**src/rtl/vc_arbiter_router_pkg.sv**
```systemverilog
// Shared types and defaults for the VC arbiter/router: FSM state encoding and
// the default word geometry.
package vc_arbiter_router_pkg;

  typedef enum logic [1:0] {
    IDLE = 2'd0,
    ARB  = 2'd1,
    HOLD = 2'd2
  } state_t;

  localparam int DATA_W_DEF    = 6;
  localparam int DEST_BIT_DEF  = 4;
  localparam int MAX_BURST_DEF = 4;

endpackage

```
**src/rtl/vc_arbiter_router_if.sv**
```systemverilog
// Handshake bundle between the two VC FIFOs, the router and the two destination FIFOs.
interface vc_arbiter_router_if
  import vc_arbiter_router_pkg::*;
#(
  parameter int DATA_W = DATA_W_DEF
);

  logic              empty_VC0;
  logic              empty_VC1;
  logic [DATA_W-1:0] data_VC0;
  logic [DATA_W-1:0] data_VC1;
  logic              rd_VC0;
  logic              rd_VC1;
  logic              almost_full_D0;
  logic              almost_full_D1;
  logic              full_D0;
  logic              full_D1;
  logic              push_D0;
  logic              push_D1;
  logic [DATA_W-1:0] data_out;

  modport master (
    output empty_VC0, empty_VC1, data_VC0, data_VC1,
    output almost_full_D0, almost_full_D1, full_D0, full_D1,
    input  rd_VC0, rd_VC1, push_D0, push_D1, data_out
  );

  modport slave (
    input  empty_VC0, empty_VC1, data_VC0, data_VC1,
    input  almost_full_D0, almost_full_D1, full_D0, full_D1,
    output rd_VC0, rd_VC1, push_D0, push_D1, data_out
  );

endinterface

```
**src/rtl/vc_arbiter_router_vc_grant_rr.sv**
```systemverilog
// VC0-priority grant with a burst counter that forces a VC1 grant after
// MAX_BURST consecutive VC0 grants while VC1 is waiting.
module vc_grant_rr
  import vc_arbiter_router_pkg::*;
#(
  parameter int MAX_BURST = MAX_BURST_DEF
)(
  input  logic clk,
  input  logic rst,
  input  logic en,
  input  logic empty_VC0,
  input  logic empty_VC1,
  output logic rd_VC0,
  output logic rd_VC1
);

  logic [3:0] burst_cnt;
  logic       give_vc1;

  always_comb begin
    give_vc1 = ~empty_VC1 & (empty_VC0 | (burst_cnt == 4'(MAX_BURST)));
    rd_VC1   = en & give_vc1;
    rd_VC0   = en & ~empty_VC0 & ~give_vc1;
  end

  // The count only matters while VC1 is waiting, so an empty VC1 clears it.
  always_ff @(posedge clk) begin
    if (rst || empty_VC1 || rd_VC1) begin
      burst_cnt <= 4'd0;
    end else if (rd_VC0 && (burst_cnt < 4'(MAX_BURST))) begin
      burst_cnt <= burst_cnt + 4'd1;
    end
  end

endmodule

```
**src/rtl/vc_arbiter_router.sv**
```systemverilog
// Pops VC0/VC1 one word per cycle and routes each word to D0 or D1 by a header
// bit; pauses on destination almost_full. Pop-to-push latency is two cycles.
module vc_arbiter_router
  import vc_arbiter_router_pkg::*;
#(
  parameter int DATA_W    = DATA_W_DEF,
  parameter int DEST_BIT  = DEST_BIT_DEF,
  parameter int MAX_BURST = MAX_BURST_DEF
)(
  input  logic                clk,
  input  logic                reset,
  input  logic                init,
  vc_arbiter_router_if.slave  bus,
  output logic                active,
  output logic                error
);

  state_t            state;
  state_t            next_state;
  logic              clr;
  logic              back_pressure;
  logic              grant_en;
  logic              vld_p0;
  logic              src_p0;
  logic [DATA_W-1:0] word_p0;
  logic              push_d0_p1;
  logic              push_d1_p1;
  logic [DATA_W-1:0] data_p1;

  assign clr           = reset | ~init;
  assign back_pressure = bus.almost_full_D0 | bus.almost_full_D1;
  assign grant_en      = (state == ARB) & ~back_pressure & ~clr;
  assign active        = (state == ARB);

  vc_grant_rr #(
    .MAX_BURST (MAX_BURST)
  ) u_grant (
    .clk       (clk),
    .rst       (clr),
    .en        (grant_en),
    .empty_VC0 (bus.empty_VC0),
    .empty_VC1 (bus.empty_VC1),
    .rd_VC0    (bus.rd_VC0),
    .rd_VC1    (bus.rd_VC1)
  );

  always_ff @(posedge clk) begin
    if (clr) state <= IDLE;
    else     state <= next_state;
  end

  always_comb begin
    next_state = state;
    unique case (state)
      IDLE: if (!(bus.empty_VC0 && bus.empty_VC1)) next_state = ARB;
      ARB: begin
        if (back_pressure)                          next_state = HOLD;
        else if (bus.empty_VC0 && bus.empty_VC1)    next_state = IDLE;
      end
      HOLD: if (!back_pressure) next_state = ARB;
      default: next_state = IDLE;
    endcase
  end

  // Stage p0: remember that a pop happened and which VC it came from.
  always_ff @(posedge clk) begin
    if (clr) vld_p0 <= 1'b0;
    else     vld_p0 <= bus.rd_VC0 | bus.rd_VC1;
  end

  always_ff @(posedge clk) begin
    src_p0 <= bus.rd_VC1;
  end

  assign word_p0 = src_p0 ? bus.data_VC1 : bus.data_VC0;

  // Stage p1: the FIFO read data is now valid; register the push and the word.
  always_ff @(posedge clk) begin
    if (clr) begin
      push_d0_p1 <= 1'b0;
      push_d1_p1 <= 1'b0;
      data_p1    <= '0;
    end else begin
      push_d0_p1 <= vld_p0 & ~word_p0[DEST_BIT];
      push_d1_p1 <= vld_p0 &  word_p0[DEST_BIT];
      if (vld_p0) data_p1 <= word_p0;
    end
  end

  assign bus.push_D0  = push_d0_p1;
  assign bus.push_D1  = push_d1_p1;
  assign bus.data_out = data_p1;

  always_ff @(posedge clk) begin
    if (clr) error <= 1'b0;
    else     error <= error | (push_d0_p1 & bus.full_D0) | (push_d1_p1 & bus.full_D1);
  end

endmodule
```
**src/flat_wrapper.sv**
```systemverilog
// flat-port wrapper written by rule: the top's interface ports become plain ports
module vc_arbiter_router_flat import vc_arbiter_router_pkg::*;
#(
  parameter int DATA_W    = DATA_W_DEF,
  parameter int DEST_BIT  = DEST_BIT_DEF,
  parameter int MAX_BURST = MAX_BURST_DEF
)
  (clk, reset, init, active, error, bus_empty_VC0, bus_empty_VC1, bus_data_VC0, bus_data_VC1, bus_almost_full_D0, bus_almost_full_D1, bus_full_D0, bus_full_D1, bus_rd_VC0, bus_rd_VC1, bus_push_D0, bus_push_D1, bus_data_out);
  vc_arbiter_router_if #(.DATA_W(DATA_W)) bus_i ();
  input  logic clk;
  input  logic reset;
  input  logic init;
  output logic active;
  output logic error;
  input wire logic [$bits(bus_i.empty_VC0)-1:0] bus_empty_VC0;
  input wire logic [$bits(bus_i.empty_VC1)-1:0] bus_empty_VC1;
  input wire logic [$bits(bus_i.data_VC0)-1:0] bus_data_VC0;
  input wire logic [$bits(bus_i.data_VC1)-1:0] bus_data_VC1;
  input wire logic [$bits(bus_i.almost_full_D0)-1:0] bus_almost_full_D0;
  input wire logic [$bits(bus_i.almost_full_D1)-1:0] bus_almost_full_D1;
  input wire logic [$bits(bus_i.full_D0)-1:0] bus_full_D0;
  input wire logic [$bits(bus_i.full_D1)-1:0] bus_full_D1;
  output wire logic [$bits(bus_i.rd_VC0)-1:0] bus_rd_VC0;
  output wire logic [$bits(bus_i.rd_VC1)-1:0] bus_rd_VC1;
  output wire logic [$bits(bus_i.push_D0)-1:0] bus_push_D0;
  output wire logic [$bits(bus_i.push_D1)-1:0] bus_push_D1;
  output wire logic [$bits(bus_i.data_out)-1:0] bus_data_out;
  assign bus_i.empty_VC0 = bus_empty_VC0;
  assign bus_i.empty_VC1 = bus_empty_VC1;
  assign bus_i.data_VC0 = bus_data_VC0;
  assign bus_i.data_VC1 = bus_data_VC1;
  assign bus_i.almost_full_D0 = bus_almost_full_D0;
  assign bus_i.almost_full_D1 = bus_almost_full_D1;
  assign bus_i.full_D0 = bus_full_D0;
  assign bus_i.full_D1 = bus_full_D1;
  assign bus_rd_VC0 = bus_i.rd_VC0;
  assign bus_rd_VC1 = bus_i.rd_VC1;
  assign bus_push_D0 = bus_i.push_D0;
  assign bus_push_D1 = bus_i.push_D1;
  assign bus_data_out = bus_i.data_out;
  vc_arbiter_router #(.DATA_W(DATA_W), .DEST_BIT(DEST_BIT), .MAX_BURST(MAX_BURST)) u_core (.clk(clk), .reset(reset), .init(init), .bus(bus_i), .active(active), .error(error));
endmodule
```
**config.mk**
```make
export PLATFORM = sky130hd
export DESIGN_NAME = vc_arbiter_router_flat
export DESIGN_NICKNAME = d
export VERILOG_FILES = /design/src/rtl/vc_arbiter_router_pkg.sv /design/src/rtl/vc_arbiter_router_if.sv /design/src/rtl/vc_arbiter_router_vc_grant_rr.sv /design/src/rtl/vc_arbiter_router.sv /design/src/flat_wrapper.sv
export SDC_FILE = /design/constraint.sdc
export NUM_CORES = 1
export LEC_CHECK = 0
export ABC_AREA = 1
export CAP_MARGIN = 20
export CORE_MARGIN = 1.5
export CORE_UTILIZATION = 55
export CTS_BUF_LIST = sky130_fd_sc_hd__clkbuf_8
export DETAILED_ROUTE_END_ITERATION = 10
export DONT_BUFFER_PORTS = 1
export PLACE_DENSITY = 0.7
export RECOVER_POWER = 100
export SYNTH_ARGS = -nofsm -noshare
export SYNTH_HDL_FRONTEND = slang
export SYNTH_SLANG_ARGS = --single-unit
```
**constraint.sdc**
```tcl
create_clock -name clk -period 1.9 [get_ports clk]
set_clock_uncertainty 0.05 [all_clocks]
set_input_delay 0.57 -clock clk [delete_from_list [all_inputs] [get_ports clk]]
set_output_delay 0.57 -clock clk [all_outputs]
set_load 0.02 [all_outputs]
```
== After elaboration in Yosys (flattened, before gate mapping) ==
Cells that the tools add are included.

* Output and inout port bits: 12
* Bits in registers: 17
* Bits in writable memories: 0
* Memory bits (read-only): 0
* Bits in latches: 0
* Logic and storage cells: 51
* Memories kept: 0
* Bits of input ports: 21

* Shifts and indexed selects: 0
* Multiplexer cells: 6
* Equal/unequal tests: 6
* $lt $le $gt $ge: 1
* $add $sub $neg: 1
* Div/mod/pow operators: 0
* Bitwise logic cells: 23
* Reductions and logical operators: 6
* Multiply operators: 0

{| class="wikitable"
|+ Operator list
! cell !! number
|-
| 1-bit AND || 10
|-
| 2-bit two-way mux || 4
|-
| 1-bit NOT || 7
|-
| 6-bit two-way mux || 1
|-
| 1-bit OR || 6
|-
| 2-bit case mux with 3 select lines || 1
|-
| 4-bit by 1-bit adder with 4-bit output (second input constant) || 1
|-
| 4-bit by 3-bit equality test with 1-bit output (second input constant) || 1
|-
| 4-bit by 3-bit < comparator with 1-bit output (second input constant) || 1
|-
| 2-bit != test (second input constant) || 2
|-
| 3-bit by 1-bit != test with 1-bit output (second input constant) || 1
|-
| 3-bit AND reduction || 1
|-
| 2-bit by 1-bit equality test with 1-bit output (second input constant) || 1
|-
| 2-bit equality test (second input constant) || 1
|-
| 1-bit logical AND || 2
|-
| 2-bit logical NOT || 1
|-
| 1-bit logical OR || 2
|}

== Depth between registers and ports, before layout ==
Gate-level depths: netlist of the first run.

* Depth after elaboration: 7
* Depth in mapped cells: 9
* Mapped depth without buffers: 9

== Modules after synthesis ==
Synthesis of the first run repeated with hierarchy kept, for this count alone.

* Cells, all modules: 128
* Area total of the unflattened synthesis: 878.3 um^2

{| class="wikitable"
|+ By module, submodules not included
! module !! times used !! area each (um^2) !! seq. area each (um^2) !! cells an instance
|-
| vc_arbiter_router || 1 || 593.1 || 260.2 || 89
|-
| vc_grant_rr || 1 || 285.3 || 80.1 || 39
|}

== Least setup slack after synthesis of the first run ==
OpenSTA, ideal clock, no wires.

* Kind: input -> output
* From: input port init
* To: output port bus_rd_VC0
* Setup slack: 0.074 ns
* Path buffers: 0
* Arrival time: 1.206 ns
* Stages on the path: 5
* Required time: 1.280 ns
* Cells stage by stage: inv_1 nor2_4 nand3_4 nor2_8 and2_2

* Cells in the longest elaborated chain, start to end: 6

{| class="wikitable"
|+ Ends and longest elaborated chain
! item !! RTL line !! text
|-
| start, declared || flat_wrapper.sv:12 || <nowiki>input logic init;</nowiki>
|-
| 1-bit NOT || vc_arbiter_router.sv:30 || <nowiki>assign clr = reset | ~init;</nowiki>
|-
| 1-bit OR || vc_arbiter_router.sv:30 ||
|-
| 1-bit NOT || vc_arbiter_router.sv:32 || <nowiki>assign grant_en = (state == ARB) & ~back_pressure & ~clr;</nowiki>
|-
| 1-bit AND || vc_arbiter_router.sv:32 ||
|-
| 1-bit AND (2 in series) || vc_arbiter_router_vc_grant_rr.sv:23 || <nowiki>rd_VC0 = en & ~empty_VC0 & ~give_vc1;</nowiki>
|-
| end, declared || flat_wrapper.sv:23 || <nowiki>output wire logic [$bits(bus_i.rd_VC0)-1:0] bus_rd_VC0;</nowiki>
|}

Every way passes these cells.

== Worst setup path in the final report of the first run ==
* From: register u_core.u_grant.burst_cnt[0]
* To: output port bus_rd_VC0

* Cells in the longest elaborated chain, start to end: 5

{| class="wikitable"
|+ Ends and longest elaborated chain
! item !! RTL line !! text
|-
| start, declared || vc_arbiter_router_vc_grant_rr.sv:17 || <nowiki>logic [3:0] burst_cnt;</nowiki>
|-
| start signal, assigned || vc_arbiter_router_vc_grant_rr.sv:31 || <nowiki>burst_cnt <= burst_cnt + 4'd1;</nowiki>
|-
| 4-bit by 3-bit equality test with 1-bit output || vc_arbiter_router_vc_grant_rr.sv:21 || <nowiki>give_vc1 = ~empty_VC1 & (empty_VC0 | (burst_cnt == 4'(MAX_BURST)));</nowiki>
|-
| 1-bit OR || vc_arbiter_router_vc_grant_rr.sv:21 ||
|-
| 1-bit AND || vc_arbiter_router_vc_grant_rr.sv:21 ||
|-
| 1-bit NOT || vc_arbiter_router_vc_grant_rr.sv:23 ||
|-
| 1-bit AND || vc_arbiter_router_vc_grant_rr.sv:23 ||
|}

Every way passes these cells.

==> results of run 1 <==
-- placed cells by master, fill, tap and decap left out --
cell type  instances
a21oi_1            2
nand2_2            1
nor2_4             3
clkinv_2           1
o21ai_0            3
nor2_1             7
a22o_1             1
a221oi_1           1
ha_1               1
inv_2              3
buf_4              5
nand3_2            2
and2_4             1
nand4_1            3
mux2i_1            5
nor2_8             1
or2_1              2
clkbuf_8           3
inv_1             22
dfxtp_2            3
nand2_1            7
nand2_4            1
nor2_2             2
o211ai_1           1
nand3_4            1
o22ai_1            6
dfxtp_1           14
ha_2               1
-- registers in the layout, summed over array words and instances (netlist names) --
signal                    count
u_core.bus.data_out           6
u_core.bus.push_D0            1
u_core.bus.push_D1            1
u_core.error                  1
u_core.src_p0                 1
u_core.state                  2
u_core.u_grant.burst_cnt      4
u_core.vld_p0                 1
-- cell usage after synthesis, drive strengths merged --
cell type / number / area, sq um
buf: 2 / 18.8
o21ai: 3 / 15.0
a221oi: 1 / 8.76
nand3: 3 / 32.5
inv: 25 / 93.8
nand4: 3 / 18.8
nor2: 13 / 87.6
o22ai: 6 / 37.5
a22o: 1 / 8.76
or2: 2 / 12.5
nand2: 9 / 43.8
a21oi: 2 / 10.0
o211ai: 1 / 7.51
mux2i: 5 / 50.1
dfxtp: 17 / 340
and2: 1 / 7.51
ha: 2 / 25.0
-- where the power goes --
part / switching (W) / internal [W] / leakage (nW)
Sequential: 0.00000222 / 0.000359 / 0.139
Clock: 0.000127 / 0.000146 / 0.0255
Combinational: 0.0000261 / 0.0000176 / 0.202
-- per-stage QoR --
step	total power, W	utilization, %	std cells
finish	0.000677	68.1	118
global route	0.000705	68.1	118
CTS	0.000682	66.3	116
detailed placement	0.000409	62.3	112
global placement	0.000408	62.3	112
floorplan	0.000402	-	96
-- timing repair --
| item | CTS | global route |
|---|---|---|
| pin swaps | 1 | 1 |
| buffers inserted | 0 | 2 |
| setup endpoints to repair | 2 | 2 |
| gates cloned | 0 | 0 |
| resized for setup | 3 | 4 |
-- cells by family (layout without fill, tap and decap cells) --
family | count (synthesis) | count (layout) | share of synthesized area, %
flops | 17 | 17 | 41.6
fa+ha+maj | 2 | 2 | 3.06
buf+inv | 27 | 34 | 13.8
simple gates | 31 | 31 | 24.8
mux | 5 | 5 | 6.12
compound gates | 14 | 14 | 10.7
-- final cells by class --
class	count	area (sq um)
fillers	125	430
multi-input cells	52	379
flip-flops and latches	17	344
inverters	25	93.8
clock buffers	3	41.3
repair buffers	5	37.5
well taps	15	18.8
clock inverters	1	5.00
-- final timing paths --
check	startpoint	endpoint	slack [ns]
worst max register to register	u_core.u_grant.burst_cnt[0]$_SDFFE_PP0P_	u_core.u_grant.burst_cnt[0]$_SDFFE_PP0P_	0.48
worst min-delay path	bus_empty_VC0	u_core.vld_p0$_SDFF_PP0_	0.36
worst max-delay path	u_core.u_grant.burst_cnt[0]$_SDFFE_PP0P_	bus_rd_VC0	0.05
worst min register to register	u_core.state[0]$_SDFFE_PP0P_	u_core.state[0]$_SDFFE_PP0P_	0.41
-- metal layers --
layer / track usage, % / part of all wire (%) / up-vias / wire (um)
met4: 3.23 / 0 / 0 / 0
met5: 0 / 0 / - / 0
met2: 27.2 / 48 / 29 / 666
met3: 9.13 / 10 / 0 / 144
li1: - / - / 315 / -
met1: 18.8 / 42 / 271 / 580
==> metrics.txt, run 1 <==
status=finished clean; delay-heaviest family, CP=simple AND/OR/NAND/NOR gates; IO buf count=0; worst-case reg-to-reg path depth=10; critical path type=reg -> out; total core area=approximately 1400 sq um; max_cap viols=0; Longest Clk Path Bufs=2; CP startpoint kind=flop; crit path DAT=1.23 ns; sequential fraction of the synthesis area=a little over 40%; gpl congestion=0.706; Synth cell types=26; Vias per Instance=around 5.2; WP buf/inv=1; DRT Pass-1 Iters=4; worst slew pin tran=about 0.34 ns; post-route ant nets=0; Critical-path top delay cell=dfxtp_2; WL final=around 1400 um; hpwl dp=approximately 1100 um; Worst VDD drop=~0.00053 V; # diodes=0; CTS sink cnt=17; Initial Util=slightly above 60%; share of layout cells above drive strength 1=27.2%; clk slew on worst S/H paths=0.07 ns; Mapped Area=about 800 sq um; final setup margin=0.0512 ns; placed inst area=~840 sq um; Crit path largest cell delay=0.34 ns; H-tree levels=1; vias in the first global route=roughly 550; post-synthesis register bit count=17; row count=13; CTS tree=yes; GRT Total Usage=16.5%; post-route design area=920 sq um; clock buffer count from CTS=3; crit end category=output pin; Area Growth Syn to Fin=12.4%; Power Dens Cells=736 nW/um^2; pre-CTS setup slack=between 0.05 and 0.06 ns; drt wl/cell=~12 um; critical path peak fanout=6; DR vias=~600; critical path, cell by cell=inv_1 -> ha_2 -> nand3_2 -> nand2_2 -> nand2_4 -> and2_4; Peak Freq=0.541 GHz; Final Hold Violating Endpoints=0; largest net degree at the start of global routing=11; worst hold path class=in -> reg; DRC=0; CTS root buf=clkbuf_8; synthesized instance count=96; grt ovf=0; worst skew pair latency=0.25 ns; Post-CTS Hold Fix Bufs=0; CP Depth=6; Setup TNS Final=0 ns; first-pass GRT wire length=between 2000 and 2500 um; min Tclk post-route=around 1.8 ns; nets@finish=roughly 130; hold depth=1; die area=~1700 sq um; Mean Syn Cell Area=around 8.5 sq um; initial antenna violation count=0; initial DRC count=14; relative slew slack=between 70% and 80%; Hold WS=roughly 0.36 ns; Lkg Pwr=0.366 nW; final setup vio count=0; Net Count, Synth=119; part of the cycle the worst path needs=a little over nine tenths; synth warn=0; Die X=approximately 42 um; Slew Limit Fails=0; Crit path required time=between 1 and 1.5 ns; Ports=33; die height=about 42 um
No activity file was read; power rests on OpenSTA's default activity.
==> run 2: changes to the inputs <==
- CELL_PAD_IN_SITES_DETAIL_PLACEMENT: default -> 1
- CELL_PAD_IN_SITES_GLOBAL_PLACEMENT: default -> 2
- CORE_UTILIZATION: 55 -> 35
- GPL_ROUTABILITY_DRIVEN: default -> 0
- PLACE_DENSITY: 0.7 -> default
- PLACE_DENSITY_LB_ADDON: default -> 0.1
==> metrics.txt, run 2 (same netlist as run 1, synthesis figures left out) <==
Power Dens Cells=712 nW/um^2 (-3.3%); Slew Limit Fails=0 (unchanged); Crit path required time=1.28 ns (about the same); part of the cycle the worst path needs=95.6% (-1.7 points); total core area=2210 sq um (+64%); clk slew on worst S/H paths=0.07 ns (about the same); pre-CTS setup slack=0.0814 ns (+0.0273 ns); die height=51.4 um (+24%); Final Core Density=42.9% (-25 points); grt ovf=0 (unchanged); CP startpoint kind=flop; Multi-input gate area=387 sq um (+2.0%); initial DRC count=1 (-13); worst hold path class=in -> reg; clock buffer count from CTS=3 (unchanged); leading cell type in the layout, fill and taps excluded=inv_1; share of layout cells above drive strength 1=25.7% (-1.5 points); first-pass GRT wire length=2630 um (+19%); critical path type=reg -> out; Post-CTS Hold Fix Bufs=0 (unchanged); vias in the first global route=614 (+11%); crit path DAT=1.20 ns (-0.03 ns); commonest cells after routing, fill and taps aside=inv_1, dfxtp_1, nor2_1, nand2_1, o22ai_1; critical path peak fanout=6 (unchanged); Vias per Instance=4.86 (-6.7%); Longest Clk Path Bufs=2 (unchanged); post-route ant nets=0 (unchanged); drt wl/cell=12.4 um (+5.2%); Worst VDD drop=0.000474 V (-10%); min Tclk post-route=1.82 ns (-0.0316 ns); nets@finish=129 (+1.6%); final setup vio count=0 (unchanged); Area Growth Syn to Fin=16.1%; worst slew pin tran=0.358 ns (+0.0167 ns); row count=17 (+4); Cells after DPL=126 (+13%); die area=2640 sq um (+53%); # fillers=277 (+120%); largest net degree at the start of global routing=11 (unchanged); Layout Cells excl Fill=133 (+13%); FF-to-FF setup slack=0.42 ns (-0.06 ns); worst skew pair latency=0.25 ns (about the same); status=finished clean; Ports=33 (unchanged); Tot Pwr=0.000676 W (-0.17%); RSZ-0062 raised after global routing=false; IO buf count=0 (unchanged); Initial Util=37.0% (-24 points); max_cap viols=0 (unchanged); max reg flops=6 (unchanged); CTS tree=yes; relative slew slack=75.9% (-1.3 points); Register Area=343 sq um (-0.36%); WL final=1650 um (+19%); crit end category=output pin; Peak Freq=0.550 GHz (+1.7%); Die X=51.4 um (+24%); initial antenna violation count=0 (unchanged); final setup margin=0.0828 ns (+0.0316 ns); H-tree levels=1 (unchanged); Lkg Pwr=0.371 nW (+1.3%); # diodes=0 (unchanged); Final Hold Violating Endpoints=0 (unchanged); DR vias=647 (+5.2%); DRT Pass-1 Iters=3 (-1); GRT Total Usage=14.0% (-2.5 points); DRC=0 (unchanged); hpwl dp=1260 um (+19%); CTS sink cnt=17 (unchanged); CTS root buf=clkbuf_8
[run 2: area by class of cell]
class	instances	share of cell area, %
Timing Repair Buffer	7	4.74
Sequential cell	17	36.1
Multi-Input combinational cell	52	40.7
Tap cell	28	3.69
Inverter	25	9.88
Clock buffer	3	4.35
Clock inverter	1	0.527
[run 2: power breakdown]
part | internal (W) | leakage, nW | switching [W]
clock network | 0.000146 | 0.0255 | 0.000129
registers | 0.000358 | 0.138 | 0.00000217
logic | 0.0000140 | 0.207 | 0.0000264
[run 2: path summary, 6_finish.rpt]
path	from	to	depth (start not counted)
worst max register to register	u_core.u_grant.burst_cnt[1]$_SDFFE_PP0P_	u_core.u_grant.burst_cnt[2]$_SDFFE_PP0P_	10
worst min-delay path	bus_empty_VC0	u_core.vld_p0$_SDFF_PP0_	1
worst min register to register	u_core.u_grant.burst_cnt[3]$_SDFFE_PP0P_	u_core.u_grant.burst_cnt[3]$_SDFFE_PP0P_	2
worst max-delay path	u_core.u_grant.burst_cnt[1]$_SDFFE_PP0P_	bus_rd_VC0	6
[run 2: critical path, cell delays in order (launching register included)]
cell and delay [ns]:
dfxtp_2 0.34, inv_2 0.05, ha_4 0.15, nand3_2 0.05, nand2_2 0.06, nand2_4 0.10, and2_4 0.19
[run 2: stage by stage]
stage               setup TNS (ns)  area (sq um)  hold WS (ns)
floorplan                        0           818         0.377
global placement                 0           865         0.395
detailed placement               0           865         0.403
CTS                        -0.0121           918         0.345
global route                     0           950         0.358
finish                           0           950         0.361
[run 2: layer usage]
| metal | wire length, um | share of wire (%) | global-route usage (%) |
|---|---|---|---|
| met1 | 674 | 41 | 14.7 |
| met3 | 112 | 6.8 | 6.43 |
| met5 | 0 | 0 | 0 |
| met4 | 23 | 1.4 | 6.58 |
| met2 | 841 | 51 | 23.6 |
[run 2: repair_timing]
action	in CTS	in global routing
endpoints found under the setup margin	2	2
pin swaps	2	3
setup buffers	0	3
cloned	0	0
hold endpoints to repair	0	0
resized for setup	3	6
==> run 3: changes to the inputs <==
- CORE_UTILIZATION: 35 -> 32
- REMOVE_ABC_BUFFERS: default -> 1
- clock period: 1.9 -> 1.6 ns (I/O delays scaled with it)
==> metrics.txt, run 3 (same netlist as run 1, synthesis figures left out) <==
critical path type=reg -> out; hpwl dp=1340 um (+6.9%); CP startpoint kind=flop; Tot Pwr=0.000804 W (+19%); DRC=0 (unchanged); Peak Freq=just under 0.6 GHz; total core area=2450 sq um (+11%); first-pass GRT wire length=2940 um (+12%); GR Util met3=3.33% (-3.1 points); worst reg2reg path endpoint=u_core.u_grant.burst_cnt[1]$_SDFFE_PP0P_; worst-case reg-to-reg path depth=10 (unchanged); Setup TNS Final=-0.193 ns (-0.193 ns); max_cap viols=0 (unchanged); max reg flops=6 (unchanged); initial DRC count=9 (+8); GRT met2 Usage=22.4% (-1.2 points); min Tclk post-route=between 1.5 and 2 ns; initial antenna violation count=0 (unchanged); row count=18 (+1); FF-to-FF setup slack=0.16 ns (-0.26 ns); Ports=33 (unchanged); Final Hold Violating Endpoints=0 (unchanged); Vias per Instance=4.66 (-4.1%); Crit path required time=1.07 ns (-0.21 ns); post-route ant nets=0 (unchanged); crit end category=output pin; CTS sink cnt=17 (unchanged); part of the cycle the worst path needs=107%; # diodes=0 (unchanged); failing checks=negative setup slack; largest net degree at the start of global routing=10 (-1); worst slew pin tran=0.355 ns (-0.00330 ns); worst skew pair latency=0.25 ns (about the same); relative slew slack=76.3% (+0.47 points); share of layout cells above drive strength 1=28.2% (+2.5 points); hold depth=1 (unchanged); Longest Clk Path Bufs=2 (unchanged); vias in the first global route=661 (+7.7%); gr busiest metal=met2; final setup vio count=2 (+2); launching point of the worst reg2reg path=u_core.u_grant.burst_cnt[0]$_SDFFE_PP0P_; IO buf count=0 (unchanged); status=finished, violations left; crit path DAT=1.18 ns (-0.02 ns); clock buffer count from CTS=3 (unchanged); Power Dens Cells=814 nW/um^2 (+14%); RSZ-0062 raised after global routing=true; Area Growth Syn to Fin=20.6%; die area=2870 sq um (+8.8%); clk slew on worst S/H paths=0.07 ns (about the same); leading cell type in the layout, fill and taps excluded=inv_1; Lkg Pwr=0.397 nW (+7.1%); H-tree levels=1 (unchanged); drt wl/cell=12.6 um (+1.7%); final setup margin=-0.106 ns (-0.189 ns); CTS tree=yes; Worst Hold Launch=bus_empty_VC0; DR vias=653 (+0.93%); DRT Pass-1 Iters=3 (unchanged); critical path peak fanout=3 (-3); Die X=53.6 um (+4.3%); WL final=1770 um (+7.1%); Endpoint, Worst Hold=u_core.vld_p0$_SDFF_PP0_; die height=53.6 um (+4.3%); worst hold path class=in -> reg; Worst VDD drop=0.000309 V (-35%); Initial Util=33.3% (-3.7 points); GR Layer Usage met1=18.5% (+3.8 points); commonest cells after routing, fill and taps aside=inv_1, dfxtp_1, buf_4, nand2_1, nor2_1; Slew Limit Fails=0 (unchanged); Post-CTS Hold Fix Bufs=0 (unchanged); nets@finish=134 (+3.9%); CTS root buf=clkbuf_8; grt ovf=0 (unchanged); GRT Total Usage=14.4% (+0.46 points)
-- run 3: cell type report --
cell class | count | area [sq um]
Clock buffer | 3 | 41.3
Clock inverter | 1 | 3.75
Fill cell | 298 | 1470
Inverter | 25 | 93.8
Multi-Input combinational cell | 52 | 384
Sequential cell | 17 | 344
Tap cell | 30 | 37.5
Timing Repair Buffer | 12 | 82.6
-- run 3: where the power goes --
group / internal, W / leakage [nW] / switching [W]
Clock: 0.000170 / 0.0269 / 0.000148
Sequential: 0.000426 / 0.139 / 0.00000266
Combinational: 0.0000239 / 0.231 / 0.0000334
-- run 3: routing by layer --
layer	routed length [um]	up-vias
met3	105	2
met5	0	-
met1	848	301
met2	803	19
met4	9	0
li1	-	331
-- run 3: metrics by stage --
step	worst slack [ns]	hold WS (ns)	cell area [sq um]	util (%)	cells
final	-0.106	0.276	987	40.2	140
after global routing	-0.161	0.266	987	40.2	140
after CTS	-0.107	0.266	1000	40.7	140
after detailed placement	-0.0137	0.402	897	36.5	132
after global placement	0.00377	0.400	897	36.5	132
after floorplan	-0.0465	0.377	800	-	94
-- run 3: how the worst max path moves through the flow --
stage / slack [ns] / to / start / cells past startpoint
final: -0.11 / bus_rd_VC0 / u_core.u_grant.burst_cnt[0]$_SDFFE_PP0P_ / 6
after global routing: -0.16 / bus_rd_VC0 / u_core.state[0]$_SDFFE_PP0P_ / 5
after CTS: -0.11 / bus_rd_VC1 / u_core.u_grant.burst_cnt[1]$_SDFFE_PP0P_ / 6
after detailed placement: -0.01 / bus_rd_VC0 / bus_almost_full_D1 / 4
after global placement: 0.004 / bus_rd_VC0 / bus_almost_full_D1 / 4
after floorplan: -0.05 / bus_rd_VC0 / init / 5
-- run 3: worst max-delay path, stage by stage, from the launching register on --
cell and delay (ns):
dfxtp_2 0.32, inv_2 0.07, ha_4 0.13, nand3_2 0.05, nand2_1 0.10, nand2_4 0.07
and2_4 0.18
-- run 3: timing repair --
| action | CTS | global route |
|---|---|---|
| pin swaps | 5 | 4 |
| setup endpoints to repair | 2 | 2 |
| resized for setup | 10 | 0 |
| buffers inserted | 4 | 0 |
